==> src/rtl/sm_decoder_p.sv <==
// Significance-map decoder: expands one bitmap segment plus its NZVL values into
// a dense pixel stream (zeros re-inserted) or a sparse (index, value) stream.
module sm_decoder_p #(
  parameter int SEG_W  = 16,
  parameter int DATA_W = 16,
  parameter int IDX_W  = $clog2(SEG_W),
  parameter int CNT_W  = $clog2(SEG_W + 1)
) (
  input  logic              clk,
  input  logic              rst_n,
  input  logic              seg_valid,
  output logic              seg_ready,
  input  logic [SEG_W-1:0]  seg_map,
  input  logic [CNT_W-1:0]  seg_hamw,
  input  logic              seg_dense,
  input  logic              nz_valid,
  output logic              nz_ready,
  input  logic [DATA_W-1:0] nz_data,
  output logic              px_valid,
  input  logic              px_ready,
  output logic [DATA_W-1:0] px_data,
  output logic [IDX_W-1:0]  px_idx,
  output logic              px_last,
  output logic              seg_done,
  output logic              err_hamw,
  output logic              busy
);

  typedef enum logic [1:0] {
    ST_IDLE = 2'd0,
    ST_EMIT = 2'd1,
    ST_DONE = 2'd2
  } state_e;

  localparam logic [IDX_W-1:0] LAST_POS = IDX_W'(SEG_W - 1);

  state_e             state_q, state_d;
  logic [SEG_W-1:0]   map_q, map_d;
  logic               mode_q, mode_d;
  logic [IDX_W-1:0]   pos_q, pos_d;
  logic [CNT_W-1:0]   rem_q, rem_d;
  logic [IDX_W-1:0]   cur_idx_s;
  logic               cur_bit_s;
  logic [CNT_W-1:0]   map_cnt_s;

  function automatic logic [CNT_W-1:0] popcount(input logic [SEG_W-1:0] m);
    logic [CNT_W-1:0] c;
    c = '0;
    for (int i = 0; i < SEG_W; i++) begin
      c = c + CNT_W'(m[i]);
    end
    return c;
  endfunction

  // Position of the first set bit, MSB first (bit SEG_W-1 is position 0).
  function automatic logic [IDX_W-1:0] first_set(input logic [SEG_W-1:0] m);
    logic [IDX_W-1:0] idx;
    idx = '0;
    for (int p = SEG_W - 1; p >= 0; p--) begin
      idx = m[SEG_W-1-p] ? IDX_W'(p) : idx;
    end
    return idx;
  endfunction

  assign busy = (state_q != ST_IDLE);

  // Next-state and output decode.
  always_comb begin
    state_d   = state_q;
    map_d     = map_q;
    mode_d    = mode_q;
    pos_d     = pos_q;
    rem_d     = rem_q;
    seg_ready = 1'b0;
    nz_ready  = 1'b0;
    px_valid  = 1'b0;
    px_data   = '0;
    px_idx    = '0;
    px_last   = 1'b0;
    seg_done  = 1'b0;
    err_hamw  = 1'b0;
    map_cnt_s = popcount(seg_map);
    cur_idx_s = mode_q ? pos_q : first_set(map_q);
    cur_bit_s = map_q[LAST_POS - cur_idx_s];
    case (state_q)
      ST_IDLE: begin
        // rst_n gating keeps seg_ready low while reset is held.
        seg_ready = rst_n;
        if (seg_valid && rst_n) begin
          map_d    = seg_map;
          mode_d   = seg_dense;
          pos_d    = '0;
          rem_d    = map_cnt_s;
          err_hamw = (seg_hamw != map_cnt_s);
          state_d  = (!seg_dense && (seg_map == '0)) ? ST_DONE : ST_EMIT;
        end else begin
          state_d = ST_IDLE;
        end
      end
      ST_EMIT: begin
        px_idx = cur_idx_s;
        if (cur_bit_s) begin
          px_valid = nz_valid;
          px_data  = nz_data;
          nz_ready = px_ready;
        end else begin
          px_valid = 1'b1;
          px_data  = '0;
          nz_ready = 1'b0;
        end
        px_last = mode_q ? (pos_q == LAST_POS) : (rem_q == CNT_W'(1));
        if (px_valid && px_ready) begin
          if (cur_bit_s && (rem_q != '0)) begin
            rem_d = rem_q - CNT_W'(1);
          end else begin
            rem_d = rem_q;
          end
          if (mode_q) begin
            pos_d = (pos_q != LAST_POS) ? pos_q + IDX_W'(1) : pos_q;
          end else begin
            pos_d = cur_idx_s;
            map_d[LAST_POS - cur_idx_s] = 1'b0;
          end
          state_d = px_last ? ST_DONE : ST_EMIT;
        end else begin
          state_d = ST_EMIT;
        end
      end
      ST_DONE: begin
        seg_done = 1'b1;
        state_d  = ST_IDLE;
      end
      default: begin
        state_d = ST_IDLE;
      end
    endcase
  end

  // State, working map, position, remaining count and mode registers.
  always_ff @(posedge clk or negedge rst_n) begin
    if (!rst_n) begin
      state_q <= ST_IDLE;
      map_q   <= '0;
      mode_q  <= 1'b0;
      pos_q   <= '0;
      rem_q   <= '0;
    end else begin
      state_q <= state_d;
      map_q   <= map_d;
      mode_q  <= mode_d;
      pos_q   <= pos_d;
      rem_q   <= rem_d;
    end
  end

endmodule

==> config.mk <==
export PLATFORM = sky130hd
export DESIGN_NAME = sm_decoder_p
export DESIGN_NICKNAME = d
export VERILOG_FILES = /design/src/rtl/sm_decoder_p.sv
export SDC_FILE = /design/constraint.sdc
export NUM_CORES = 1
export LEC_CHECK = 0
export CORE_MARGIN = 4
export CORE_UTILIZATION = 46
export DETAILED_ROUTE_END_ITERATION = 10
export PLACE_DENSITY = 0.85
export SETUP_SLACK_MARGIN = 0.1
export SYNTH_ARGS = -nofsm -noshare
export SYNTH_HDL_FRONTEND = slang
export SYNTH_SLANG_ARGS = --single-unit
==> constraint.sdc <==
create_clock -name clk -period 6.13 [get_ports clk]
set_input_delay 1.5325 -clock clk [delete_from_list [all_inputs] [get_ports clk]]
set_output_delay 1.5325 -clock clk [all_outputs]
set_load 0.05 [all_outputs]
==> impl_metrics.toml, run 1 <==
[global_routing]
grt_max_degree = 36
grt_overflow = 0
grtUsageTotal = 0.2432
antenna_found_initial = 0
grt_pass1_vias = 3143
grt_pass1_wl_mm = 15.12

[final_layout]
layout_common_cells = "59 x clkdlybuf4s50_1, 35 x a21oi_1, 28 x dfrtp_1"
diodes = 0
nets = 505
drive_gt1_frac = 0.1905
layout_commonest_cell = "clkdlybuf4s50_1"
n_fill_cell = 520
area_growth_pct = 32.46
finish.utilization = 0.6272

[setup_path]
crit_top_cell = "fa_1"
critPathKind = "in -> out"
critPathCaptureType = "output port"
worstSetupEndpoint = "err_hamw"
crit_family = "adder cells"
crit_path_start_kind = "input pin"
slowest_stage = "fa_1"
crit_start = "seg_map[11]"
crit_chain = "buf_2 -> fa_1 -> fa_1 -> inv_2 -> fa_1 -> fa_1 -> inv_2 -> ha_4 -> fa_2 -> buf_6 -> xnor2_4 -> xnor2_2 -> nor4_2 -> a21oi_2 -> buf_6"
r2r_cells = 7
r2r-start = "mode_q$_DFFE_PN0P_"
crit_path_max_fanout = 2
cp.depth = 15
rr_endpoint = "map_q[14]$_DFFE_PN0P_"
cp_slowest_stage_delay_ps = 510
cp_num_buf_inv = 5
crit_required_ps = 4600
ff2ff_setup_slack_ps = 2500
arrival_ps = 5270

[clock_network]
hold_buffers = 0
cts_buffers = 3
clk_path_buf_depth = 2
htree_num_levels = 1
clkSinkCount = 28
clkTransAtPathRegs_ps = 100
cts-root-buf = "clkbuf_8"
clkLatencyLatePin_ps = 290
cts_tree = "yes"

[timing]
fin_skew_ps = 9.839
post-route-min-period_ps = 6799
tightest_slew_ps = 1046
rsz0062_at_grt = "yes"
setup_ws_ps = -669.3
tns_ps = -669.3
fin_crit_sh = 1.109
fmax_mhz = 147.1
max_slew_margin = 0.3004
hold_viol_final = 0
slew_violations = 0
setup_viol = 1

[synthesis]
synth-main-ff-cell = "dfrtp_1"
synthTopCellsByArea = "dfrtp_1 23%, fa_1 6.7%, a21oi_1 6.0%"
synth_top_family_by_area = "compound AO/OA/AOI/OAI gates"
syn_area_per_cell_um2 = 8.260
synth_top_area_frac = 0.2330
synth_fa_ha_area_frac = 0.1082
synth.mux.area_fraction = 0.02164
synthSimpleGateAreaFrac = 0.2235
synth-edff-count = 0
syn_nets = 427
synth_compound_area_frac = 0.3200
ys_warn_count = 0
yosysTopAreaCell = "dfrtp_1"
syn_area_um2 = 3007
synth_cell_types = 65
yosys_register_bits = 28
synth_xor_area_frac = 0.02039
async_flop_share = 1.000
ys_seq_area_frac = 0.2330
syn_inst = 364

[place]
dp_slack_ps = -1070
place_congestion = 0.9640
dp_hpwl_mm = 7.243
io_buffer_count = 69

[route]
drtIter0Drc = 352
ant_nets = 0
first_pass_iters = 5
drt-vias-per-instance = 6.309
num_vias = 3268
drcViolationCount = 0
wire_per_inst_um = 18.19
wirelength_mm = 9.422

[floorplan]
ioPinCount = 70
dieArea_um2 = 7893
core_area_um2 = 6350
num_rows = 29
initial_core_util = 0.4735
die_y_um = 88.85
die_x_um = 88.85

[hold_path]
worstHoldPathType = "reg -> reg"

[power_and_ir_drop]
leakagePower_nw = 1.695
p_per_area_nw_per_um2 = 526.6
vdd_ir_drop_max_mv = 0.5190

[outcome]
status = "complete, but fails checks"
violations = "negative setup slack"

[job]
maxCapViolations = 0
## metrics by stage
step           hold slack (ps)  total power, mW  instance area, µm²  instances
4_1_cts                  529.8            2.014                3936        517
2_1_floorplan            477.1            1.422                3015        364
5_1_grt                  559.7            2.222                3983        518
3_3_place_gp             492.1            1.788                3844        510
3_5_place_dp             507.6            1.831                3844        510
6_report                 536.7            2.097                3983        518
## cell type report
| type | count | area [µm²] | share of cell area |
|---|---|---|---|
| inverters | 29 | 108.9 | 0.02733 |
| clock buffers | 3 | 41.29 | 0.01037 |
| well taps | 77 | 96.34 | 0.02419 |
| multi-input cells | 287 | 2152 | 0.5404 |
| flip-flops and latches | 28 | 700.7 | 0.1759 |
| repair buffers | 93 | 853.3 | 0.2143 |
| clock inverters | 1 | 30.03 | 0.007540 |
## synth_stat cells (all sizes together) (2+ instances only)
| master | number |
|---|---|
| nand4 | 2 |
| and3 | 4 |
| a21oi | 39 |
| nand3 | 9 |
| o21ai | 23 |
| dfrtp | 28 |
| a221oi | 2 |
| clkbuf | 10 |
| ha | 10 |
| o31ai | 9 |
| a221o | 2 |
| or4 | 3 |
| nand2 | 29 |
| nand2b | 6 |
| o211ai | 5 |
| a211oi | 5 |
| or3 | 2 |
| xor2 | 2 |
| inv | 29 |
| a31oi | 3 |
| nor2b | 6 |
| a311o | 2 |
| mux2 | 4 |
| nor2 | 23 |
| a22oi | 16 |
| o2bb2ai | 2 |
| a21o | 2 |
| buf | 10 |
| a31o | 6 |
| nor4 | 7 |
| nor3 | 10 |
| xnor2 | 5 |
| mux2i | 2 |
| o2111ai | 2 |
| or2 | 2 |
| and2 | 19 |
| fa | 10 |
## cells by family (layout without fill, tap and decap cells)
family,after synthesis,in the layout
AOI/OAI and AO/OA,127,127
and+or+nand+nor,127,127
buffers and inverters,49,126
DFF,28,28
adders and majority gates,20,20
xor gates and xnor gates,7,7
muxes,6,6
## metal layers
metal / vias to the layer above / global-route usage / share of wire
li1: 1483 / - / -
met1: 1562 / 0.3042 / 0.39
met2: 189 / 0.4291 / 0.51
met3: 34 / 0.02886 / 0.074
met4: 0 / 0.08654 / 0.028
met5: - / 0 / 0
## worst reg2reg max path, delay by kind of cell, from the launching register on
family	cells	cell delay, ps
multiplexers	1	370
AND/OR/NAND/NOR	2	710
AO/OA/AOI/OAI	4	1800
flip-flops	1	620
## repair_timing
action | 4_1_cts | 5_1_grt
gates cloned | 0 | 0
resized for setup | 40 | 13
setup buffers | 3 | 1
endpoints found under the setup margin | 1 | 1
pin swaps | 12 | 12
## sequential cells by signal, summed over array words and instances (netlist names)
| register | count |
|---|---|
| pos_q | 4 |
| state_q | 2 |
| rem_q | 5 |
| mode_q | 1 |
| map_q | 16 |
## power by group
| group | leakage, nW | internal [mW] | switching, mW |
|---|---|---|---|
| Clock | 0.0357 | 0.0877 | 0.0642 |
| Combinational | 1.37 | 0.638 | 0.983 |
| Sequential | 0.293 | 0.234 | 0.0906 |
## worst min-delay path by stage
stage	cells after the start	slack, ps	startpoint	endpoint
floorplan	1	480	pos_q[1]$_DFFE_PN0P_	pos_q[1]$_DFFE_PN0P_
global placement	1	490	pos_q[1]$_DFFE_PN0P_	pos_q[1]$_DFFE_PN0P_
detailed placement	1	510	pos_q[1]$_DFFE_PN0P_	pos_q[1]$_DFFE_PN0P_
CTS	1	530	pos_q[1]$_DFFE_PN0P_	pos_q[1]$_DFFE_PN0P_
global route	1	560	pos_q[1]$_DFFE_PN0P_	pos_q[1]$_DFFE_PN0P_
finish	1	540	pos_q[1]$_DFFE_PN0P_	pos_q[1]$_DFFE_PN0P_
(Power assumes the default switching activity.)
==> inputs of run 2 (changes only) <==
--- a/config.mk
+++ b/config.mk
@@ -13,3 +13,4 @@
 export SYNTH_ARGS = -nofsm -noshare
 export SYNTH_HDL_FRONTEND = slang
 export SYNTH_SLANG_ARGS = --single-unit
+export TNS_END_PERCENT = 100
==> results of run 2 <==
Same layout as run 1: the final DEF is identical, and so are final timing and power.
==> inputs of run 3 (changes only) <==
--- a/config.mk
+++ b/config.mk
@@ -6,10 +6,11 @@
 export NUM_CORES = 1
 export LEC_CHECK = 0
 export CORE_MARGIN = 4
-export CORE_UTILIZATION = 46
+export CORE_UTILIZATION = 40
 export DETAILED_ROUTE_END_ITERATION = 10
-export PLACE_DENSITY = 0.85
+export PLACE_DENSITY = 0.77
 export SETUP_SLACK_MARGIN = 0.1
+export SLEW_MARGIN = 10
 export SYNTH_ARGS = -nofsm -noshare
 export SYNTH_HDL_FRONTEND = slang
 export SYNTH_SLANG_ARGS = --single-unit
==> run 3 against run 2 <==
The flow still finishes with violations (negative setup slack); fmax is 0.18% higher; via count is 2.8% lower; cell area is 0.88% higher; combinational power hardly changed; critical endpoint unchanged.
==> impl_metrics.toml, run 3 (synthesis gave the netlist of run 1 again) <==
[timing]
slew_violations = 0
fin_skew_ps = 15.41
tightest_slew_ps = 992.3
post-route-min-period_ps = 6787
max_slew_margin = 0.3363
rsz0062_at_grt = "yes"
setup_viol = 1
fmax_mhz = 147.3
hold_viol_final = 0
setup_ws_ps = -656.8
fin_crit_sh = 1.107

[floorplan]
die_x_um = 94.70
dieArea_um2 = 8968
ioPinCount = 70
initial_core_util = 0.4123
die_y_um = 94.70
num_rows = 31
core_area_um2 = 7292

[final_layout]
regMostFlops = "map_q"
nets = 506
layout_common_cells = "59 x clkdlybuf4s50_1, 35 x a21oi_1, 28 x dfrtp_1"
drive_gt1_frac = 0.1923
layout_commonest_cell = "clkdlybuf4s50_1"
largest_reg_flops = 16
diodes = 0
finalNonFillerCells = 541
area_growth_pct = 33.62
stdcell_area_um2 = 4018
top_regs = "map_q x16, rem_q x5, pos_q x4"

[route]
num_vias = 3178
wire_per_inst_um = 16.96
wirelength_mm = 9.174
first_pass_iters = 5
drtIter0Drc = 346
drcViolationCount = 0
ant_nets = 0
drt-vias-per-instance = 5.874

[clock_network]
cts_tree = "yes"
clkLatencyLatePin_ps = 290
cts-root-buf = "clkbuf_8"
hold_buffers = 0
clk_path_buf_depth = 2
htree_num_levels = 1
clkTransAtPathRegs_ps = 110
clkSinkCount = 28
cts_buffers = 3

[power_and_ir_drop]
p_per_area_nw_per_um2 = 506.5
vdd_ir_drop_max_mv = 0.3526
power_switching_mw = 1.116
p_seq_frac = 0.159
clockPowerShare = 0.058
internal_power_uw = 918.4
p_sw_frac = 0.5486
leakagePower_nw = 1.698
power_frac_comb = 0.783

[place]
place_congestion = 0.9123
io_buffer_count = 69
dp_hpwl_mm = 7.202
placed_cells = 532
placed_cell_area_um2 = 3871

[setup_path]
crit_path_start_kind = "input pin"
crit_start = "seg_map[1]"
crit_path_max_fanout = 2
ff2ff_setup_slack_ps = 2480
critPathCaptureType = "output port"
r2r-start = "mode_q$_DFFE_PN0P_"
arrival_ps = 5250
crit_required_ps = 4600
critPathKind = "in -> out"

[outcome]
violations = "negative setup slack"
status = "complete, but fails checks"

[global_routing]
grt_pass1_vias = 3025
grtUsageTotal = 0.2069
grt_max_degree = 36
grt_pass1_wl_mm = 14.92
grt_overflow = 0
antenna_found_initial = 0

[hold_path]
hold_start = "pos_q[1]$_DFFE_PN0P_"
worstHoldPathType = "reg -> reg"

[job]
maxCapViolations = 0
==> run 3: repair_timing <==
action / CTS / global route
setup endpoints to repair: 1 / 1
setup buffers: 4 / 1
pin swaps: 12 / 12
gates resized for setup: 45 / 14
==> run 3: path summary, 6_finish.rpt <==
path,endpoint,cells after the start
hold / removal,pos_q[1]$_DFFE_PN0P_,1
setup reg to reg,map_q[0]$_DFFE_PN0P_,7
hold reg to reg,pos_q[1]$_DFFE_PN0P_,1
setup / recovery,err_hamw,15
min in group asynchronous,map_q[15]$_DFFE_PN0P_,2
max in group asynchronous,map_q[12]$_DFFE_PN0P_,2
==> run 3: critical path, cell delays in order <==
cell and delay (ps):
buf_8 100, fa_1 540, inv_1 50, fa_1 490
fa_1 420, fa_1 520, inv_2 50, ha_4 160
fa_2 370, buf_6 140, xnor2_4 200, xnor2_2 110
nor4_2 300, a21oi_2 90, buf_6 180
==> run 3: power groups by stage <==
stage	sequential [mW]	clock (mW)	combinational, mW
2_1_floorplan	0.279	0	1.14
3_3_place_gp	0.321	0	1.48
3_5_place_dp	0.324	0	1.50
4_1_cts	0.321	0.121	1.54
5_1_grt	0.333	0.128	1.71
6_report	0.323	0.118	1.59
==> run 3: area by class of cell <==
type                       instances  area, µm²
fill                             698       3274
multi-input combinational        287       2152
timing repair buffer              94      877.1
sequential                        28      700.7
tap                               99      123.9
inverter                          29      108.9
clock buffer                       4      55.05
==> run 3: metal layers <==
layer / routed length, µm / global-route usage
met5: 0 / 0
met4: 257 / 0.07212
met3: 521 / 0.01912
met2: 4677 / 0.3594
met1: 3718 / 0.2675
==> run 3: stage by stage <==
step / setup TNS [ps] / util / hold WS, ps / total power, mW / setup WS [ps]
finish: -656.8 / 0.5510 / 531.5 / 2.035 / -656.8
detailed placement: -1071 / 0.5309 / 511.9 / 1.826 / -1071
floorplan: -383.4 / - / 477.1 / 1.422 / -383.4
CTS: -617.1 / 0.5424 / 536.2 / 1.981 / -617.1
global route: -720.6 / 0.5510 / 563.8 / 2.173 / -720.6
global placement: -996.5 / 0.5309 / 491.1 / 1.798 / -996.5
